==> config.mk <==
export PLATFORM = sky130hd
export DESIGN_NAME = memory_access_stage
export DESIGN_NICKNAME = d
export VERILOG_FILES = /design/src/rtl/mem_stage_pkg.sv /design/src/rtl/load_store_align.sv /design/src/rtl/memory_access_stage.sv
export SDC_FILE = /design/constraint.sdc
export NUM_CORES = 1
export LEC_CHECK = 0
export ABC_AREA = 1
export CAP_MARGIN = 5
export CORE_MARGIN = 2
export CORE_UTILIZATION = 40
export CTS_CLUSTER_DIAMETER = 120
export DETAILED_ROUTE_END_ITERATION = 12
export GPL_TIMING_DRIVEN = 0
export PLACE_DENSITY = 0.77
export RECOVER_POWER = 25
export SKIP_CTS_REPAIR_TIMING = 1
export SYNTH_ARGS = -nofsm -noshare
export SYNTH_HDL_FRONTEND = slang
export SYNTH_SLANG_ARGS = --single-unit
==> constraint.sdc <==
create_clock -name i_CLK -period 3.7 [get_ports i_CLK]
set_input_delay 0.555 -clock i_CLK [delete_from_list [all_inputs] [get_ports i_CLK]]
set_output_delay 0.555 -clock i_CLK [all_outputs]
set_load 0.1 [all_outputs]
==> src/rtl/mem_stage_pkg.sv <==
// mem_stage_pkg: shared encodings for the memory access stage
// Holds access-size codes, handshake FSM states and byte-enable constants.
package mem_stage_pkg;
    localparam logic [1:0] MEM_BYTE = 2'b00;
    localparam logic [1:0] MEM_HALF = 2'b01;
    localparam logic [1:0] MEM_WORD = 2'b10;
    localparam logic [1:0] ST_IDLE  = 2'd0;
    localparam logic [1:0] ST_WAIT  = 2'd1;
    localparam logic [1:0] ST_DONE  = 2'd2;
    localparam logic [3:0] BE_NONE  = 4'b0000;
    localparam logic [3:0] BE_BYTE0 = 4'b0001;
    localparam logic [3:0] BE_LO    = 4'b0011;
    localparam logic [3:0] BE_HI    = 4'b1100;
    localparam logic [3:0] BE_ALL   = 4'b1111;
endpackage

==> src/rtl/load_store_align.sv <==
// load_store_align: byte-lane alignment for stores and lane extraction/extension for loads
// Ports: size/sign_ext/addr select the lanes; store_data -> wdata/be; load_raw -> load_data.
// Size 11 behaves as a word; address bits below the access size are ignored.
module load_store_align
    import mem_stage_pkg::*;
(
    input  logic [1:0]  size,
    input  logic        sign_ext,
    input  logic [1:0]  addr,
    input  logic [31:0] store_data,
    input  logic [31:0] load_raw,
    output logic [31:0] wdata,
    output logic [3:0]  be,
    output logic [31:0] load_data
);
    logic [7:0]  lb;
    logic [15:0] lh;
    always_comb begin
        lb = load_raw[{addr, 3'b000} +: 8];
        lh = addr[1] ? load_raw[31:16] : load_raw[15:0];
        wdata = size == MEM_BYTE ? {4{store_data[7:0]}} :
                size == MEM_HALF ? {2{store_data[15:0]}} : store_data;
        be = size == MEM_BYTE ? BE_BYTE0 << addr :
             size == MEM_HALF ? (addr[1] ? BE_HI : BE_LO) : BE_ALL;
        load_data = size == MEM_BYTE ? {{24{sign_ext & lb[7]}}, lb} :
                    size == MEM_HALF ? {{16{sign_ext & lh[15]}}, lh} : load_raw;
    end
endmodule

==> src/rtl/memory_access_stage.sv <==
// memory_access_stage: EX/MEM register, data-memory req/ack FSM and load/store alignment
// Ports: i_CLK, i_RST_n (async active-low); i_*E execute results and controls, i_FlushE bubble;
//   o_*M registered results, o_ReadDataM aligned load data, o_StallM pipeline freeze;
//   o_Dmem*/i_Dmem* request/acknowledge data-memory port.
// Optional: MEM_MISALIGN_EXC_EN adds o_AddrExcM and suppresses misaligned accesses.
module memory_access_stage
    import mem_stage_pkg::*;
#(
    parameter int DATA_WIDTH    = 32,
    parameter int ADDRESS_WIDTH = 32,
    parameter int RF_ADDR_WIDTH = 5
)(
    input  logic                     i_CLK,
    input  logic                     i_RST_n,
    input  logic [DATA_WIDTH-1:0]    i_ALUOutE,
    input  logic [DATA_WIDTH-1:0]    i_WriteDataE,
    input  logic [RF_ADDR_WIDTH-1:0] i_WriteRegE,
    input  logic                     i_RegWriteE,
    input  logic                     i_MemToRegE,
    input  logic                     i_MemReadE,
    input  logic                     i_MemWriteE,
    input  logic [1:0]               i_MemSizeE,
    input  logic                     i_MemSignedE,
    input  logic                     i_FlushE,
    output logic [DATA_WIDTH-1:0]    o_ALUOutM,
    output logic [RF_ADDR_WIDTH-1:0] o_WriteRegM,
    output logic                     o_RegWriteM,
    output logic                     o_MemToRegM,
    output logic [DATA_WIDTH-1:0]    o_ReadDataM,
    output logic                     o_StallM,
    output logic                     o_DmemReq,
    output logic                     o_DmemWe,
    output logic [ADDRESS_WIDTH-1:0] o_DmemAddr,
    output logic [DATA_WIDTH-1:0]    o_DmemWData,
    output logic [3:0]               o_DmemBe,
`ifdef MEM_MISALIGN_EXC_EN
    output logic                     o_AddrExcM,
`endif
    input  logic                     i_DmemAck,
    input  logic [DATA_WIDTH-1:0]    i_DmemRData
);
    logic [DATA_WIDTH-1:0] wdata_q, rdata_q, load_data;
    logic [1:0] size_q, state, state_n;
    logic reg_write_q, mem_read_q, mem_write_q, signed_q, exc, memop;
    logic [3:0] be;
`ifdef MEM_MISALIGN_EXC_EN
    // Half needs a[0]=0; word (and reserved size) needs a=00.
    assign exc = (mem_read_q | mem_write_q) &
                 ((size_q == MEM_HALF & o_ALUOutM[0]) | (size_q[1] & |o_ALUOutM[1:0]));
    assign o_AddrExcM = exc;
`else
    assign exc = 1'b0;
`endif
    assign memop = (mem_read_q | mem_write_q) & ~exc;
    // Request and stall coincide: both are high until the DONE cycle.
    assign o_StallM = memop & (state != ST_DONE);
    assign o_DmemReq = o_StallM;
    assign o_DmemWe = mem_write_q & ~exc;
    assign o_DmemAddr = {o_ALUOutM[ADDRESS_WIDTH-1:2], 2'b00};
    assign o_DmemBe = memop ? be : BE_NONE;
    assign o_RegWriteM = reg_write_q & ~exc;
    // A simultaneous read and write is a store, so no load data is returned.
    assign o_ReadDataM = (mem_read_q & ~mem_write_q) ? load_data : '0;
    assign state_n = state == ST_DONE ? ST_IDLE :
                     (memop & i_DmemAck) ? ST_DONE :
                     memop ? ST_WAIT : ST_IDLE;
    load_store_align u_align (
        .size       (size_q),
        .sign_ext   (signed_q),
        .addr       (o_ALUOutM[1:0]),
        .store_data (wdata_q),
        .load_raw   (rdata_q),
        .wdata      (o_DmemWData),
        .be         (be),
        .load_data  (load_data)
    );
    always_ff @(posedge i_CLK or negedge i_RST_n) begin
        if (!i_RST_n) begin
            o_ALUOutM   <= '0;
            o_WriteRegM <= '0;
            o_MemToRegM <= 1'b0;
            wdata_q     <= '0;
            rdata_q     <= '0;
            size_q      <= '0;
            reg_write_q <= 1'b0;
            mem_read_q  <= 1'b0;
            mem_write_q <= 1'b0;
            signed_q    <= 1'b0;
            state       <= ST_IDLE;
        end else begin
            if (!o_StallM) begin
                o_ALUOutM   <= i_FlushE ? '0 : i_ALUOutE;
                o_WriteRegM <= i_FlushE ? '0 : i_WriteRegE;
                o_MemToRegM <= ~i_FlushE & i_MemToRegE;
                wdata_q     <= i_FlushE ? '0 : i_WriteDataE;
                size_q      <= i_FlushE ? '0 : i_MemSizeE;
                reg_write_q <= ~i_FlushE & i_RegWriteE;
                mem_read_q  <= ~i_FlushE & i_MemReadE;
                mem_write_q <= ~i_FlushE & i_MemWriteE;
                signed_q    <= ~i_FlushE & i_MemSignedE;
            end
            if (o_DmemReq && i_DmemAck) rdata_q <= i_DmemRData;
            state <= state_n;
        end
    end
endmodule

* Word level (Yosys, flattened, before mapping)
Cells that the tools add are included.
** Cells by class
- Divide/modulo/power cells :: 0
- Eq/ne operators :: 3
- Bitwise logic cells :: 13
- $add $sub $neg :: 0
- $lt $le $gt $ge :: 0
- Shift-type cells :: 2
- Multipliers :: 0
- Reduce and logical (&&, ||, !) cells :: 2
- Mux-type cells :: 17
** Operators with widths (number)
- 32-bit 2-to-1 mux :: 7
- 32-bit by 6-bit indexed part select with 8-bit output :: 1
- 16-bit 2-to-1 mux :: 1
- 4-bit 2-to-1 mux :: 4
- 1-bit bitwise AND :: 10
- 2-bit 2-to-1 mux :: 3
- 5-bit 2-to-1 mux :: 1
- 1-bit by 2-bit << shifter with 4-bit output (first input constant) :: 1
- 2-bit by 1-bit == test with 1-bit output (second input constant) :: 1
- 2-bit == test (second input constant) :: 1
- 2-bit zero test :: 1
- 2-bit inequality test (second input constant) :: 1
- 1-bit NOT :: 2
- 1-bit logical AND :: 1
- 1-bit 2-to-1 mux :: 1
- 1-bit OR :: 1
** Word-level totals
- Memory bits (read-only) :: 0
- Word-level logic and storage cells :: 48
- Output and inout port bits :: 142
- Register bits :: 110
- Memories :: 0
- Memory bits (writable) :: 0
- Bits in latches :: 0
- Bits of input ports :: 112

* Logic depth before layout (Yosys ltp)
- Word-level depth :: 5
- Mapped depth :: 10
- Gate-level depth less buffers :: 9

* Modules after synthesis
A second synthesis with hierarchy kept.
** Second synthesis, totals
- Cell total of the unflattened synthesis :: 912
- Area total of the unflattened synthesis :: 6346.1 µm²
** By module, submodules not included
- memory_access_stage :: cells each 591, times used 1, seq. area each 2752.6 µm², area an instance 4932.2 µm²
- load_store_align :: cells each 321, times used 1, seq. area each 0.0 µm², area an instance 1413.9 µm²

* Least setup slack after synthesis
OpenSTA, ideal clock, no wires.
- Path type :: reg-to-output
- Start point :: reg o_ALUOutM[1]
- End point :: out o_ReadDataM[11]
- Path buffers :: 1
- Arrival :: 3.147 ns
- Path slack :: -0.002 ns
- Data required time :: 3.145 ns
- Stages on the path, launching flop included :: 6
- Cells stage by stage :: dfrtp_1 nand2_1 buf_2 nand2_1 nand3_1 a21oi_1
** On the way
- Longest elaborated chain between the ends :: 4
- Elaborated cells between the ends (all ways) :: 6
- Classes of those cells :: shift: 1; mux: 4; bitwise: 1
** Ends and longest elaborated chain
- start: declaration :: line memory_access_stage.sv:25 : output logic [DATA_WIDTH-1:0] o_ALUOutM,
- start signal: assignment :: line memory_access_stage.sv:92 : o_ALUOutM <= i_FlushE ? '0 : i_ALUOutE;
- 32-bit by 6-bit indexed part select with 8-bit output / 16-bit 2-to-1 mux (equally long branches) :: line load_store_align.sv:19, load_store_align.sv:20
- 1-bit bitwise AND / 32-bit 2-to-1 mux (equally long branches) :: line load_store_align.sv:25, load_store_align.sv:26
- 32-bit 2-to-1 mux (*) :: line load_store_align.sv:25 : load_data = size == MEM_BYTE ? {{24{sign_ext & lb[7]}}, lb} :
- 32-bit 2-to-1 mux (*) :: line memory_access_stage.sv:63 : assign o_ReadDataM = (mem_read_q & ~mem_write_q) ? load_data : '0;
- end: declaration :: line memory_access_stage.sv:29 : output logic [DATA_WIDTH-1:0] o_ReadDataM,
Every way passes the cells marked *; elsewhere a longest branch is shown, timed or not.

* Final worst setup path
- Start point :: reg size_q[1]
- End point :: out o_ReadDataM[4]
** On the way
- Longest elaborated chain between the ends :: 4
- Elaborated cells between the ends (all ways) :: 5
- Classes of those cells :: eq/ne: 1; mux: 3; reduce/logical: 1
** Ends and longest elaborated chain
- start: declaration :: line memory_access_stage.sv:43 : logic [1:0] size_q, state, state_n;
- start signal: assignment :: line memory_access_stage.sv:96 : size_q <= i_FlushE ? '0 : i_MemSizeE;
- 2-bit by 1-bit == test with 1-bit output :: line load_store_align.sv:26 : size == MEM_HALF ? {{16{sign_ext & lh[15]}}, lh} : load_raw;
- 32-bit 2-to-1 mux :: line load_store_align.sv:26
- 32-bit 2-to-1 mux (*) :: line load_store_align.sv:25
- 32-bit 2-to-1 mux (*) :: line memory_access_stage.sv:63
Marked as above.

==> results.yml <==
run_status:
  status: "finished with violations"
  failed_checks: "capacitance limit, slew limit"
worst_hold_path:
  holdCritPathClass: "register to register"
sta:
  fin_skew_ps: 8.66
  drv_slew: 46
  min_period_over_period_pct: 95.8
  slew_headroom_pct: -72.7
  period_minus_slack_ps: 3540
  clock.fmax_ghz: 0.282
  fin_ws_ps: 157
  worstMarginPinSlew_ps: 2590
  rsz0062_at_grt: "false"
  hold_viol_final: 0
  setup_violations: 0
clock_tree:
  cts_root_buf: "clkbuf_16"
  cts_tree: "built"
  numClockSinks: 110
  htree_levels: 3
  cts_buffer_depth: 2
  clock_latency_ps: 350
  clk_pin_slew_ps: 70
  cts-buffers-inserted: 9
die:
  dieArea_sq_mm: 0.0151
  fp.dieH_microns: 123
  die_x_microns: 123
  coreArea_sq_mm: 0.0139
  io_pins: 254
  start_util_pct: 40.8
  rows: 43
synthesis:
  synth_edf_count: 0
  yosysWarnings: 0
  ys_seq_elements: 110
  synth_area_per_cell_sq_um: 7.55
  yosysTopAreaCell: "dfrtp_1"
  synthesis.instances: 750
  synthDistinctLibCells: 21
  yosys-top-cells-area: "dfrtp_1 (49%), nand2_1 (17%), o21ai_0 (10%)"
  syn_area_sq_mm: 0.00567
  synth_flop_cell: "dfrtp_1"
  synthTopCellsByCount: "nand2_1 (254), o21ai_0 (114), dfrtp_1 (110), nor2_1 (53), inv_1 (49)"
  ys_async_sr_fraction_pct: 100
  synth_top_cell_area_share_pct: 48.6
  ys_seq_area_share_pct: 48.6
  synth_most_common_cell: "nand2_1"
worst_setup_path:
  cpPeakStageDelay_ps: 1150
  crit_chain: "buf_6 -> inv_4 -> nand2_2 -> buf_6 -> nor2_4 -> buf_6 -> nand2_1 -> nand3_1 -> nand2_1 -> nor2_1 -> clkdlybuf4s50_1"
  cp_slowest_cell: "clkdlybuf4s50_1"
  cp_max_fo: 10
  required_ps: 3140
  end_kind: "output port"
  crit_arrival_ps: 2990
  critPathKind: "register to output port"
  path_common_cell: "buf_6"
  cp-start-kind: "register"
grt:
  grt_max_degree: 66
  antenna_found_initial: 0
  grt_pass1_vias: 5690
  overflow: 0
  grt_use_total_pct: 25.2
  grt_pass1_wl_mm: 29.3
routing:
  routedWlPerCell_microns: 15.6
  viasPerCell: 4.83
  dr.pass1.iters: 8
  drc_errors: 0
  top_layer_used: "met4"
  final_antenna_net_count: 0
  routed-wl-met3_mm: 1.41
  wl_met2_mm: 8.97
  dr_total_vias: 5794
  m1WireLength_mm: 7.82
  drt-initial-drc-count: 431
  routed_wl_mm: 18.7
final_layout:
  drive_gt1_share_pct: 9.03
  antenna_cells: 0
  nets: 1126
  area_delta_synth_final_pct: 56.2
placement:
  dp_hpwl_mm: 14.5
  portBuffers: 251
  dp_slack_ps: 376
  gp_congestion: 0.909
flow_run:
  cap_violations: 1
[cells in the final DEF, fill, tap and decap left out, types with 2 or more instances in the layout]
cell type	synthesis	final
nand2_1	254	254
clkdlybuf4s50_1	0	223
o21ai_0	114	114
dfrtp_1	110	110
nor2_1	53	53
inv_1	49	49
nand3_1	48	48
buf_4	42	42
dlymetal6s2s_1	0	27
clkbuf_1	21	22
buf_2	12	12
a21oi_1	15	11
clkbuf_16	0	9
o221ai_1	8	8
buf_6	5	5
inv_2	4	4
a21oi_2	0	4
nand2_2	3	3
buf_1	3	3
nor2_2	2	2
nor2_4	2	2
nand4_1	2	2
conb_1	1	2
bufinv_16	0	2
inv_8	0	2
[sequential cells by signal, indices dropped and copies added (netlist names)]
register,count
wdata_q,32
state,2
o_MemToRegM,1
o_ALUOutM,32
signed_q,1
mem_read_q,1
rdata_q,32
o_RegWriteM,1
size_q,2
o_DmemWe,1
o_WriteRegM,5
[kinds of logic (layout without fill, tap and decap cells)]
group                  Yosys count  after routing  synth area share [%]
flip-flops                     110            110                  48.6
other                            1              2                0.0662
AND/OR/NAND/NOR                364            364                  25.8
AO/OA/AOI/OAI                  138            138                  12.8
buffers and inverters          137            405                  12.8
[layout make-up]
| cell class | count | area (sq um) |
|---|---|---|
| Multi-Input combinational cell | 504 | 2200 |
| Fill cell | 1210 | 5030 |
| Sequential cell | 110 | 2750 |
| Buffer | 83 | 522 |
| Clock inverter | 6 | 100 |
| Clock buffer | 10 | 239 |
| Inverter | 54 | 205 |
| Tap cell | 180 | 225 |
| Timing Repair Buffer | 252 | 2600 |
[final timing paths]
check	start	end	slack, ps	cells after the start
min reg2reg	wdata_q[17]$_DFFE_PN0N_	wdata_q[17]$_DFFE_PN0N_	490	2
max	size_q[1]$_DFFE_PN0N_	o_ReadDataM[4]	160	11
min	wdata_q[17]$_DFFE_PN0N_	wdata_q[17]$_DFFE_PN0N_	490	2
min in group asynchronous	i_RST_n	rdata_q[8]$_DFFE_PN0P_	1000	1
max reg2reg	o_DmemWe$_DFFE_PN0N_	wdata_q[4]$_DFFE_PN0N_	1920	6
max in group asynchronous	i_RST_n	o_ALUOutM[2]$_DFFE_PN0N_	1210	1
[worst max-delay path, delay by kind of cell (launching register included)]
family	cells	cell delay (ps)
DFF	1	390
and+or+nand+nor	6	540
buffers and inverters	5	1720
[layer usage]
layer / up-vias / global-route usage (%)
met5: - / 0
met4: 0 / 8.81
met3: 33 / 5.58
met2: 232 / 41.7
met1: 2660 / 32.5
li1: 2869 / -
[metrics by stage]
step	cells	hold WS, ps	setup TNS [ps]	utilization (%)	cell area, sq um
after floorplan	751	259	-4.92	-	5680
after global placement	1182	466	-249140	60.7	8420
after detailed placement	1183	472	0	60.9	8450
after CTS	1199	133	-32.8	63.3	8790
after global routing	1199	504	0	63.8	8850
final	1199	490	0	63.8	8850
Power is not shown: default switching activity piles up to over one toggle a cycle in this logic, so the estimate is an artifact.
==> variant, RTL diff (config.mk and constraints unchanged) <==
Build with the macro `MEM_MISALIGN_EXC_EN` defined.
--- a/src/rtl/memory_access_stage.sv
+++ b/src/rtl/memory_access_stage.sv
@@ -4,4 +4,6 @@
 //   o_Dmem*/i_Dmem* request/acknowledge data-memory port.
 // Optional: MEM_MISALIGN_EXC_EN adds o_AddrExcM and suppresses misaligned accesses.
+`define MEM_MISALIGN_EXC_EN
+
 module memory_access_stage
     import mem_stage_pkg::*;
Check against the original RTL (old outputs only; new: o_AddrExcM): not equivalent (a bounded check fails within 4 cycles, from zero or initial values and one cycle with i_RST_n low).
==> variant against the original RTL <==
The run still ends with max-capacitance violations, max-slew violations left. Cell area is 1.5% higher. Clock skew is 0.97 ps higher. Area after synthesis is 3.5% higher. Via count is 6.6% higher. Setup slack worse by 59 ps. Sequential cell count stayed put. Routed wire length is 8.0% higher. Final cell count is 3.9% higher. Count of clock-buffer cells in the layout stayed put.
Power is left out: the tool's default activity adds up to more than one toggle a clock period on the data nets, which glitch-free logic cannot reach.
==> variant: results (changes against the original RTL) <==
stage,metric,value,unit,change
outcome,status,finished with violations,,unchanged
outcome,failing checks,"max-capacitance violations, max-slew violations",,unchanged
cells_and_area,multi-input gates,567,,was 504
synthesis,mapped cell area,5860,um^2,was 5670 um^2
route,router iterations before antenna repair,5,,was 8
grt,Total GRT Usage,25.7,%,was 25.2%
placement,dpl cell area,8650,um^2,was 8450 um^2
timing,clock skew,9.62,ps,was 8.66 ps
route,wire per inst,16.2,um,was 15.6 um
cells_and_area,# nets final,1171,,was 1126
setup_path,WP data arrival,3050,ps,was 2990 ps
cells_and_area,area of the multi-input gates,2440,um^2,was 2200 um^2
grt,GR Layer Usage met3,7.87,%,was 5.58%
cells_and_area,buffering overhead,35.4,%,was 35.3%
grt,vias in the first global route,6039,,was 5690
timing,max-slew violations,44,,was 46
run,max-cap violations,1,,unchanged
setup_path,Worst path max stage delay,1180,ps,was 1150 ps
cells_and_area,Fill cells,1305,,was 1210
placement,Detailed Place HPWL,15300,um,was 14500 um
setup_path,crit path max fanout,8,,was 10
grt,largest net degree at the start of global routing,69,,was 66
grt,first-pass GRT wire length,31800,um,was 29300 um
route,Met3 Wirelength,1960,um,was 1410 um
cells_and_area,Non-CTS inverters,31,,was 54
synthesis,Yosys cell types,29,,was 21
route,met2 WL,9690,um,was 8970 um
grt,GR Util met2,42.7,%,was 41.7%
cells_and_area,Final Cell Area,8980,um^2,was 8850 um^2
cells_and_area,sequential share of cell area,30.6,%,was 31.1%
grt,initial antenna violation count,1,,was 0
route,initial DRC count,403,,was 431
variant: path summary, 6_finish.rpt:
check	start	to	slack (ps)	depth (start not counted)
max	o_ALUOutM[1]	o_DmemBe[2]	100	6
min	rdata_q[7]	rdata_q[7]	480	2
max reg2reg	o_ALUOutM[1]	size_q[1]	1840	8
min reg2reg	rdata_q[7]	rdata_q[7]	480	2
max in group asynchronous	i_RST_n	o_ALUOutM[9]	680	2
min in group asynchronous	i_RST_n	rdata_q[21]	910	1
variant: kinds of logic (layout without fill, tap and decap cells):
family	count (synthesis)	in the layout
other cells	1	2
buf+inv	119	385
simple gates	454	454
compound gates	111	111
flops	110	110
variant: stage by stage:
stage / hold slack (ps) / instances / worst slack, ps
after floorplan: 259 / 796 / 15.5
after global placement: 457 / 1231 / -2230
after detailed placement: 468 / 1232 / 418
after CTS: 211 / 1246 / 13.3
after global routing: 512 / 1246 / 4.00
final: 483 / 1246 / 98.0
